$ cat config.mk
export PLATFORM = sky130hd
export DESIGN_NAME = ps2_host_tx_flat
export DESIGN_NICKNAME = d
export VERILOG_FILES = /design/src/rtl/ps2_host_tx_if.sv /design/src/rtl/ps2_host_tx.sv /design/src/flat_wrapper.sv
export SDC_FILE = /design/constraint.sdc
export NUM_CORES = 1
export LEC_CHECK = 0
export ABC_AREA = 0
export BUFFER_PORTS_ARGS = -buffer_cell sky130_fd_sc_hd__buf_2
export CORE_MARGIN = 1.5
export CORE_UTILIZATION = 60
export DETAILED_ROUTE_END_ITERATION = 16
export PLACE_DENSITY = 0.84
export SLEW_MARGIN = 15
export SYNTH_ARGS = -nofsm -noshare
export SYNTH_HDL_FRONTEND = slang
export SYNTH_SLANG_ARGS = --single-unit
$ cat constraint.sdc
create_clock -name clk -period 2.7 [get_ports clk]
set_clock_uncertainty 0.05 [all_clocks]
set_input_delay 0.135 -clock clk [delete_from_list [all_inputs] [get_ports clk]]
set_output_delay 0.135 -clock clk [all_outputs]
set_load 0.02 [all_outputs]
$ cat src/rtl/ps2_host_tx_if.sv
// Command/status and open-drain line bundle between a PS/2 host transmitter and its user.
// master drives the command and the raw lines; slave is the transmitter.
interface ps2_host_tx_if;
  logic [7:0] i_data;
  logic       i_send;
  logic       i_ps2_clk;
  logic       i_ps2_data;
  logic       o_ps2_clk_oe;
  logic       o_ps2_data_oe;
  logic       o_busy;
  logic       o_done;
  logic       o_error;

  modport master (
    output i_data, i_send, i_ps2_clk, i_ps2_data,
    input  o_ps2_clk_oe, o_ps2_data_oe, o_busy, o_done, o_error
  );

  modport slave (
    input  i_data, i_send, i_ps2_clk, i_ps2_data,
    output o_ps2_clk_oe, o_ps2_data_oe, o_busy, o_done, o_error
  );
endinterface

$ cat src/rtl/ps2_host_tx.sv
// PS/2 host-to-device transmitter: sends one command byte (LSB first, odd parity).
// Line enables only request a low level; the top level ties each line to 0 when set.
module ps2_host_tx #(
  parameter int INHIBIT_CYCLES = 5000,
  parameter int TIMEOUT_CYCLES = 750000,
  parameter int FILTER_LEN     = 8
) (
  input logic          clk,
  input logic          rst_n,
  ps2_host_tx_if.slave bus
);
  localparam int INH_W = $clog2(INHIBIT_CYCLES + 1);
  localparam int TO_W  = $clog2(TIMEOUT_CYCLES + 1);
  // RELEASE still holds the clock low, so INHIBIT ends one cycle early
  localparam logic [INH_W-1:0] INH_LAST =
    (INHIBIT_CYCLES >= 2) ? INH_W'(INHIBIT_CYCLES - 2) : '0;
  localparam logic [TO_W-1:0] TO_LAST = TO_W'(TIMEOUT_CYCLES - 1);

  typedef enum logic [2:0] {
    S_IDLE, S_INHIBIT, S_RELEASE, S_SEND, S_ACK, S_WAIT_IDLE
  } state_t;

  logic [1:0] w_raw;
  logic [1:0] w_filt;
  assign w_raw = {bus.i_ps2_data, bus.i_ps2_clk};

  generate
    for (genvar gi = 0; gi < 2; gi++) begin : g_filt
      logic                  r_sync1;
      logic                  r_sync2;
      logic [FILTER_LEN-1:0] r_shift;
      logic                  r_level;
      always_ff @(posedge clk or negedge rst_n) begin
        if (!rst_n) begin
          r_sync1 <= 1'b1;
          r_sync2 <= 1'b1;
          r_shift <= '1;
          r_level <= 1'b1;
        end else begin
          r_sync1 <= w_raw[gi];
          r_sync2 <= r_sync1;
          r_shift <= {r_shift[FILTER_LEN-2:0], r_sync2};
          if (&r_shift)       r_level <= 1'b1;
          else if (~|r_shift) r_level <= 1'b0;
        end
      end
      assign w_filt[gi] = r_level;
    end
  endgenerate

  logic w_clk_f, w_data_f, w_fall, w_timeout;
  assign w_clk_f  = w_filt[0];
  assign w_data_f = w_filt[1];

  state_t           r_state, w_state_next;
  logic [INH_W-1:0] r_inh_cnt, w_inh_cnt_next;
  logic [TO_W-1:0]  r_to_cnt, w_to_cnt_next;
  logic [3:0]       r_bit_idx, w_bit_idx_next;
  logic [7:0]       r_byte, w_byte_next;
  logic             r_par, w_par_next;
  logic             r_clk_oe, w_clk_oe_next;
  logic             r_data_oe, w_data_oe_next;
  logic             r_busy, w_busy_next;
  logic             r_done, w_done_next;
  logic             r_error, w_error_next;
  logic             r_clk_f_d;

  assign w_fall    = r_clk_f_d & ~w_clk_f;
  assign w_timeout = (r_to_cnt == TO_LAST);

  always_ff @(posedge clk or negedge rst_n) begin
    if (!rst_n) begin
      r_state   <= S_IDLE;
      r_inh_cnt <= '0;
      r_to_cnt  <= '0;
      r_bit_idx <= '0;
      r_byte    <= '0;
      r_par     <= 1'b0;
      r_clk_oe  <= 1'b0;
      r_data_oe <= 1'b0;
      r_busy    <= 1'b0;
      r_done    <= 1'b0;
      r_error   <= 1'b0;
      r_clk_f_d <= 1'b1;
    end else begin
      r_state   <= w_state_next;
      r_inh_cnt <= w_inh_cnt_next;
      r_to_cnt  <= w_to_cnt_next;
      r_bit_idx <= w_bit_idx_next;
      r_byte    <= w_byte_next;
      r_par     <= w_par_next;
      r_clk_oe  <= w_clk_oe_next;
      r_data_oe <= w_data_oe_next;
      r_busy    <= w_busy_next;
      r_done    <= w_done_next;
      r_error   <= w_error_next;
      r_clk_f_d <= w_clk_f;
    end
  end

  always_comb begin
    w_state_next   = r_state;
    w_inh_cnt_next = r_inh_cnt;
    w_to_cnt_next  = r_to_cnt;
    w_bit_idx_next = r_bit_idx;
    w_byte_next    = r_byte;
    w_par_next     = r_par;
    w_clk_oe_next  = r_clk_oe;
    w_data_oe_next = r_data_oe;
    w_busy_next    = r_busy;
    w_done_next    = 1'b0;
    w_error_next   = 1'b0;
    case (r_state)
      S_IDLE: begin
        if (bus.i_send) begin
          w_byte_next    = bus.i_data;
          w_par_next     = ~^bus.i_data;
          w_busy_next    = 1'b1;
          w_clk_oe_next  = 1'b1;
          w_inh_cnt_next = '0;
          w_state_next   = S_INHIBIT;
        end
      end
      S_INHIBIT: begin
        if (r_inh_cnt == INH_LAST) begin
          w_data_oe_next = 1'b1;
          w_state_next   = S_RELEASE;
        end else begin
          w_inh_cnt_next = r_inh_cnt + 1'b1;
        end
      end
      S_RELEASE: begin
        w_clk_oe_next  = 1'b0;
        w_data_oe_next = 1'b1;
        w_to_cnt_next  = '0;
        w_bit_idx_next = '0;
        w_state_next   = S_SEND;
      end
      S_SEND, S_ACK, S_WAIT_IDLE: begin
        if (w_timeout) begin
          w_clk_oe_next  = 1'b0;
          w_data_oe_next = 1'b0;
          w_error_next   = 1'b1;
          w_busy_next    = 1'b0;
          w_state_next   = S_IDLE;
        end else begin
          w_to_cnt_next = r_to_cnt + 1'b1;
          if (r_state == S_SEND && w_fall) begin
            w_bit_idx_next = r_bit_idx + 4'd1;
            if (r_bit_idx < 4'd8) begin
              w_data_oe_next = ~r_byte[r_bit_idx[2:0]];
            end else if (r_bit_idx == 4'd8) begin
              w_data_oe_next = ~r_par;
            end else begin
              w_data_oe_next = 1'b0;
              w_state_next   = S_ACK;
            end
          end else if (r_state == S_ACK && w_fall) begin
            if (!w_data_f) begin
              w_state_next = S_WAIT_IDLE;
            end else begin
              w_error_next = 1'b1;
              w_busy_next  = 1'b0;
              w_state_next = S_IDLE;
            end
          end else if (r_state == S_WAIT_IDLE && w_clk_f && w_data_f) begin
            w_done_next  = 1'b1;
            w_busy_next  = 1'b0;
            w_state_next = S_IDLE;
          end
        end
      end
      default: w_state_next = S_IDLE;
    endcase
  end

  assign bus.o_ps2_clk_oe  = r_clk_oe;
  assign bus.o_ps2_data_oe = r_data_oe;
  assign bus.o_busy        = r_busy;
  assign bus.o_done        = r_done;
  assign bus.o_error       = r_error;
endmodule

$ cat src/flat_wrapper.sv
// flat-port wrapper written by rule: the top's interface ports become plain ports
module ps2_host_tx_flat 
#(
  parameter int INHIBIT_CYCLES = 5000,
  parameter int TIMEOUT_CYCLES = 750000,
  parameter int FILTER_LEN     = 8
)
  (clk, rst_n, bus_i_data, bus_i_send, bus_i_ps2_clk, bus_i_ps2_data, bus_o_ps2_clk_oe, bus_o_ps2_data_oe, bus_o_busy, bus_o_done, bus_o_error);
  ps2_host_tx_if bus_i ();
  input logic clk;
  input logic rst_n;
  input wire logic [$bits(bus_i.i_data)-1:0] bus_i_data;
  input wire logic [$bits(bus_i.i_send)-1:0] bus_i_send;
  input wire logic [$bits(bus_i.i_ps2_clk)-1:0] bus_i_ps2_clk;
  input wire logic [$bits(bus_i.i_ps2_data)-1:0] bus_i_ps2_data;
  output wire logic [$bits(bus_i.o_ps2_clk_oe)-1:0] bus_o_ps2_clk_oe;
  output wire logic [$bits(bus_i.o_ps2_data_oe)-1:0] bus_o_ps2_data_oe;
  output wire logic [$bits(bus_i.o_busy)-1:0] bus_o_busy;
  output wire logic [$bits(bus_i.o_done)-1:0] bus_o_done;
  output wire logic [$bits(bus_i.o_error)-1:0] bus_o_error;
  assign bus_i.i_data = bus_i_data;
  assign bus_i.i_send = bus_i_send;
  assign bus_i.i_ps2_clk = bus_i_ps2_clk;
  assign bus_i.i_ps2_data = bus_i_ps2_data;
  assign bus_o_ps2_clk_oe = bus_i.o_ps2_clk_oe;
  assign bus_o_ps2_data_oe = bus_i.o_ps2_data_oe;
  assign bus_o_busy = bus_i.o_busy;
  assign bus_o_done = bus_i.o_done;
  assign bus_o_error = bus_i.o_error;
  ps2_host_tx #(.INHIBIT_CYCLES(INHIBIT_CYCLES), .TIMEOUT_CYCLES(TIMEOUT_CYCLES), .FILTER_LEN(FILTER_LEN)) u_core (.clk(clk), .rst_n(rst_n), .bus(bus_i));
endmodule
# Word level (Yosys, flattened, before mapping)

Cells that the tools add are included.

Register bits after elaboration: 77
Output and inout bits: 5
Logic and storage cells: 125
Input bits: 13

Bitwise logic cells: 4
Equal/unequal tests: 23
Reductions and logical operators: 24
Add/subtract/negate cells: 3
Multiplexer cells: 49
Order comparisons: 2

Operators by type and width:

| cell                                                                  | count |
|---|---|
| 20-bit case mux with 2 select lines                                   | 1 |
| 1-bit two-way mux                                                     | 27 |
| 3-bit two-way mux                                                     | 9 |
| 13-bit two-way mux                                                    | 2 |
| 13-bit case mux with 2 select lines                                   | 1 |
| 20-bit by 1-bit adder with 20-bit output, second input constant       | 1 |
| 20-bit equality test, second input constant                           | 1 |
| 20-bit two-way mux                                                    | 1 |
| 8-bit AND reduction                                                   | 2 |
| 8-bit OR reduction                                                    | 2 |
| 13-bit by 1-bit adder with 13-bit output, second input constant       | 1 |
| 13-bit equality test, second input constant                           | 1 |
| 3-bit case mux with 4 select lines                                    | 1 |
| 3-bit AND reduction                                                   | 4 |
| 2-bit by 1-bit != test with 1-bit output, second input constant       | 5 |
| 5-bit AND reduction                                                   | 2 |
| 4-bit two-way mux                                                     | 2 |
| 4-bit by 3-bit != test with 1-bit output, second input constant       | 2 |
| 4-bit case mux with 2 select lines                                    | 1 |
| 8-bit XNOR reduction                                                  | 1 |
| 3-bit by 2-bit equality test with 1-bit output, second input constant | 2 |
| 3-bit equality test, second input constant                            | 2 |
| 2-bit != test, second input constant                                  | 3 |
| 1-bit case mux with 3 select lines                                    | 2 |
| 20 further kinds                                                      | 29 |

# Depth between registers and ports, before layout

Depth in word-level cells: 8
Depth in mapped cells: 8
Depth with buffers taken out: 7

# Worst setup path before layout

Ideal clock, no wire load.

Path type: reg2reg
Start: reg u_core.r_to_cnt[0]
End: reg u_core.r_to_cnt[7]
Buffers on the path: 1
Cell stages (with the launch flop): 8
Library setup time: 0.077 ns
Arrival time: 1.790 ns
Path slack: 0.783 ns
Required time: 2.573 ns
Cells stage by stage: dfrtp_1 ha_1 nand3_1 nor4_4 a21o_1 buf_2 or4_1 a21oi_1

Longest elaborated chain between the ends: 3
Elaborated cells between the ends (all ways): 6

RTL lines:

| item                                                                                    | line                                  | text |
|---|---|---|
| from (decl)                                                                             | ps2_host_tx.sv:57                     | `logic [TO_W-1:0] r_to_cnt, w_to_cnt_next;` |
| from (signal assigned)                                                                  | ps2_host_tx.sv:88                     | `r_to_cnt <= w_to_cnt_next;` |
| 20-bit by 1-bit adder with 20-bit output / 20-bit equality test (equally long branches) | ps2_host_tx.sv:147, ps2_host_tx.sv:69 |  |
| 20-bit two-way mux / 2-bit != test (equally long branches)                              | n/a                                   |  |
| 20-bit case mux with 2 select lines / 2-bit AND reduction (equally long branches)       | n/a                                   |  |

Several ways; a longest one is shown, not always the timed one. The select of a mux whose other input is x is not followed.
A chain may end at the register's enable or synchronous reset.

# Worst setup path in the final report

Start: reg u_core.r_to_cnt[0]
End: reg u_core.r_state[2]

Longest elaborated chain between the ends: 3
Elaborated cells between the ends (all ways): 7

RTL lines:

| item                                                                                              | line              | text |
|---|---|---|
| 20-bit equality test (*)                                                                          | ps2_host_tx.sv:69 | `assign w_timeout = (r_to_cnt == TO_LAST);` |
| 5-bit by 1-bit != test with 1-bit output (no source line) (tied with other cells)                 | n/a               |  |
| 5-bit AND reduction (no source line) / 3-bit case mux with 4 select lines (equally long branches) | n/a               |  |
| to (signal assigned)                                                                              | ps2_host_tx.sv:86 | `r_state <= w_state_next;` |
| to (decl)                                                                                         | ps2_host_tx.sv:55 | `state_t r_state, w_state_next;` |

Mark *: on every way between the ends. The rest lies on a longest branch, timed or not.

==> reports/results.tsv <==
metric	value	unit
H-tree lvl count	3	
GRT Total Usage	0.237	
Syn Nets	365	
number of synthesized flops with an enable pin	0	
Int Pwr	1730	uW
syn_area_per_cell	10.8	um^2
antenna violations before repair	0	
GR Overflow Total	0	
Synth Instances	347	
area delta synth->final	12.0	%
Rows	28	
largest net degree at the start of global routing	78	
crit path kind	flip-flop to flip-flop	
Post-Syn Area	3740	um^2
Residual DRC	0	
Core Box Area	5960	um^2
I/O Pins	18	
Die Span Y	82.0	um
Final Max Slew Viols	0	
pwr dens	522	nW/um^2
Fin. Hold Viols	0	
global-route wire length before repair	11900	um
register area share after synthesis	0.522	
Seq pwr share	0.544	
CTS Buffer Depth	2	
Num CTS Buffers	9	
Slew @ Worst Pin	948	ps
CTS tree	yes	
CP max stage delay	420	ps
Worst path top cell family by delay	simple AND/OR/NAND/NOR gates	
Hold Path Class	primary input to flip-flop	
worst path bufs/invs	0	
vias in the first global route	2613	
Clock Pin Slew Worst Setup and Hold Paths	70	ps
CTS sink cnt	77	
Finish-stage setup viols	0	
fraction of layout cells with a size suffix above 1	0.212	
data required time of the worst path	2880	ps
critical path cell sequence	ha_1 > nand3_1 > nor4_4 > and2_1 > a21oi_1 > o32a_1	
Max-slew headroom	0.368	
fin crit share	0.804	
status	finished, final reports clean	
Worst Path Arrival	2350	ps
NetSw	456	uW
drt wl/cell	15.8	um
Die X-Extent	82.0	um
placer congestion estimate	0.921	
Clk Latency, worst-skew pair	350	ps
Hold Path Depth	2	
IO buf count	17	
Comb pwr share	0.032	
FF+latch count, synth	77	
Fmax	461	MHz
most common cell in the netlist	dfrtp_1	
Synth cell types	59	
Async SR Flop Fraction	1.00	
nets	395	
antenna-violating nets left	0	
Pre-Repair DR Iteration Count	5	
Crit-path slowest cell	nor4_4	
CTS root buffer	clkbuf_8	
Max Fanout on Critical Path	7	
Period minus WS final	2170	ps
switching share of power	0.208	
Levels on crit path	6	
area fraction of the dominant cell type after synthesis	0.361	
CP Launch Type	flip-flop	
r2r worst-path depth	6	
RSZ-0062 raised after global routing	false	
Initial Util	0.629	
die area	6720	um^2
final hold slack	15.3	ps
Ant. Diodes	0	
hpwl dp	4810	um
worst vdd ir	0.000353	V
top post-synthesis cells by area	dfrtp_1 36%, dfstp_2 16%, xnor2_1 5.4%	
WL final	7210	um
Max-Cap Viols	0	
Syn. warnings	0	
First DRT Iteration DRCs	252	
Pleak	0.00177	uW
Synth area leader	dfrtp_1	
most frequent cells after synthesis	54 x dfrtp_1, 34 x nand2_1, 28 x nor2_1	
top_reg_cell synth	dfrtp_1	
PostCTS Resize Cnt	0	
vias per cell	6.11	
CP Capture Type	flip-flop	
Clk pwr share	0.424	
via count	2794	
Final TNS setup	0	ps
-- power by group through the flow --
stage	clock [uW]	sequential, uW	combinational (uW)
6_report	928	1190	69.0
5_1_grt	1010	1190	77.7
4_1_cts	955	1190	68.8
3_5_place_dp	0	1210	58.3
3_3_place_gp	0	1210	55.3
2_1_floorplan	0	1210	20.3
-- worst register-to-register path: cells and delay by family (launching register included) --
kind,cells,cell delay [ps]
and+or+nand+nor,3,960
DFF,1,410
AOI/OAI and AO/OA,2,430
adders and majority gates,1,210
-- flip-flops by register name, indices dropped and copies added (netlist names), 2 cells and up --
name                   cells
u_core.r_bit_idx           4
u_core.g_filt.r_level      2
u_core.r_byte              8
u_core.r_inh_cnt          13
u_core.r_state             3
u_core.g_filt.r_sync2      2
u_core.g_filt.r_sync1      2
u_core.g_filt.r_shift     16
u_core.r_to_cnt           20
-- worst paths after layout --
path / start / to / slack (ps)
worst max-delay path: u_core.r_to_cnt[0] / u_core.r_state[2] / 530
worst min-delay path: bus_i_data[0] / u_core.r_byte[0] / 20
worst max register to register: u_core.r_to_cnt[0] / u_core.r_state[2] / 530
worst min register to register: u_core.g_filt[0].r_sync1 / u_core.g_filt[0].r_sync2 / 310
max in group asynchronous: rst_n / u_core.r_inh_cnt[1] / 1560
min in group asynchronous: rst_n / u_core.r_inh_cnt[8] / 400
-- cell type report --
type                    instances  area [um^2]
fillers                       417         1760
repair buffers                 29          203
multi-input cells             247         1680
clock inverters                 4         73.8
inverters                      13         48.8
flip-flops and latches         77         1960
clock buffers                  12          135
well taps                      75         93.8
-- cell families after synthesis --
| logic type | synth area share |
|---|---|
| AO/OA/AOI/OAI | 0.110 |
| adder cells (fa/ha/maj) | 0.0167 |
| AND/OR/NAND/NOR | 0.207 |
| multiplexers | 0.0568 |
| XOR/XNOR | 0.0585 |
| buffers and inverters | 0.0284 |
| flip-flops | 0.522 |
-- per-layer routing --
metal | vias up | GRT usage | part of all wire
met4 | 0 | 0.0966 | 0.022
li1 | 1322 | - | -
met2 | 99 | 0.372 | 0.46
met1 | 1354 | 0.315 | 0.46
met5 | - | 0 | 0
met3 | 19 | 0.0567 | 0.050
-- what timing repair did --
item                      4_1_cts  5_1_grt
hold endpoints to repair       62        1
buffers inserted                0        0
hold buffers                    9        1
-- stage by stage --
| step | cells | utilization | cell area (um^2) | setup WS (ps) | total power [uW] |
|---|---|---|---|---|---|
| after floorplan | 347 | - | 3740 | 783 | 1230 |
| after global placement | 431 | 0.652 | 3880 | 647 | 1270 |
| after detailed placement | 431 | 0.652 | 3880 | 563 | 1270 |
| after CTS | 456 | 0.702 | 4180 | 554 | 2220 |
| after global routing | 457 | 0.704 | 4190 | 406 | 2280 |
| final | 457 | 0.704 | 4190 | 530 | 2190 |
-- placed cells by master (no fill, tap or decap), drive strengths merged, types with 3 or more instances in the layout --
cell          n
o21ai        15
mux2         10
clkbuf       12
nor3         11
o22ai         3
inv          13
nand4         8
dlygate4sd3  10
dfstp        23
a31oi         3
nor4         10
or4           4
xnor2        23
nand2b        5
buf          19
dfrtp        54
a21oi        14
ha            5
mux2i        10
nor2         28
o211ai        4
nand2        34
o311ai        3
or3           9
o31ai         3
nand3        13
(Power assumes the default switching activity.)
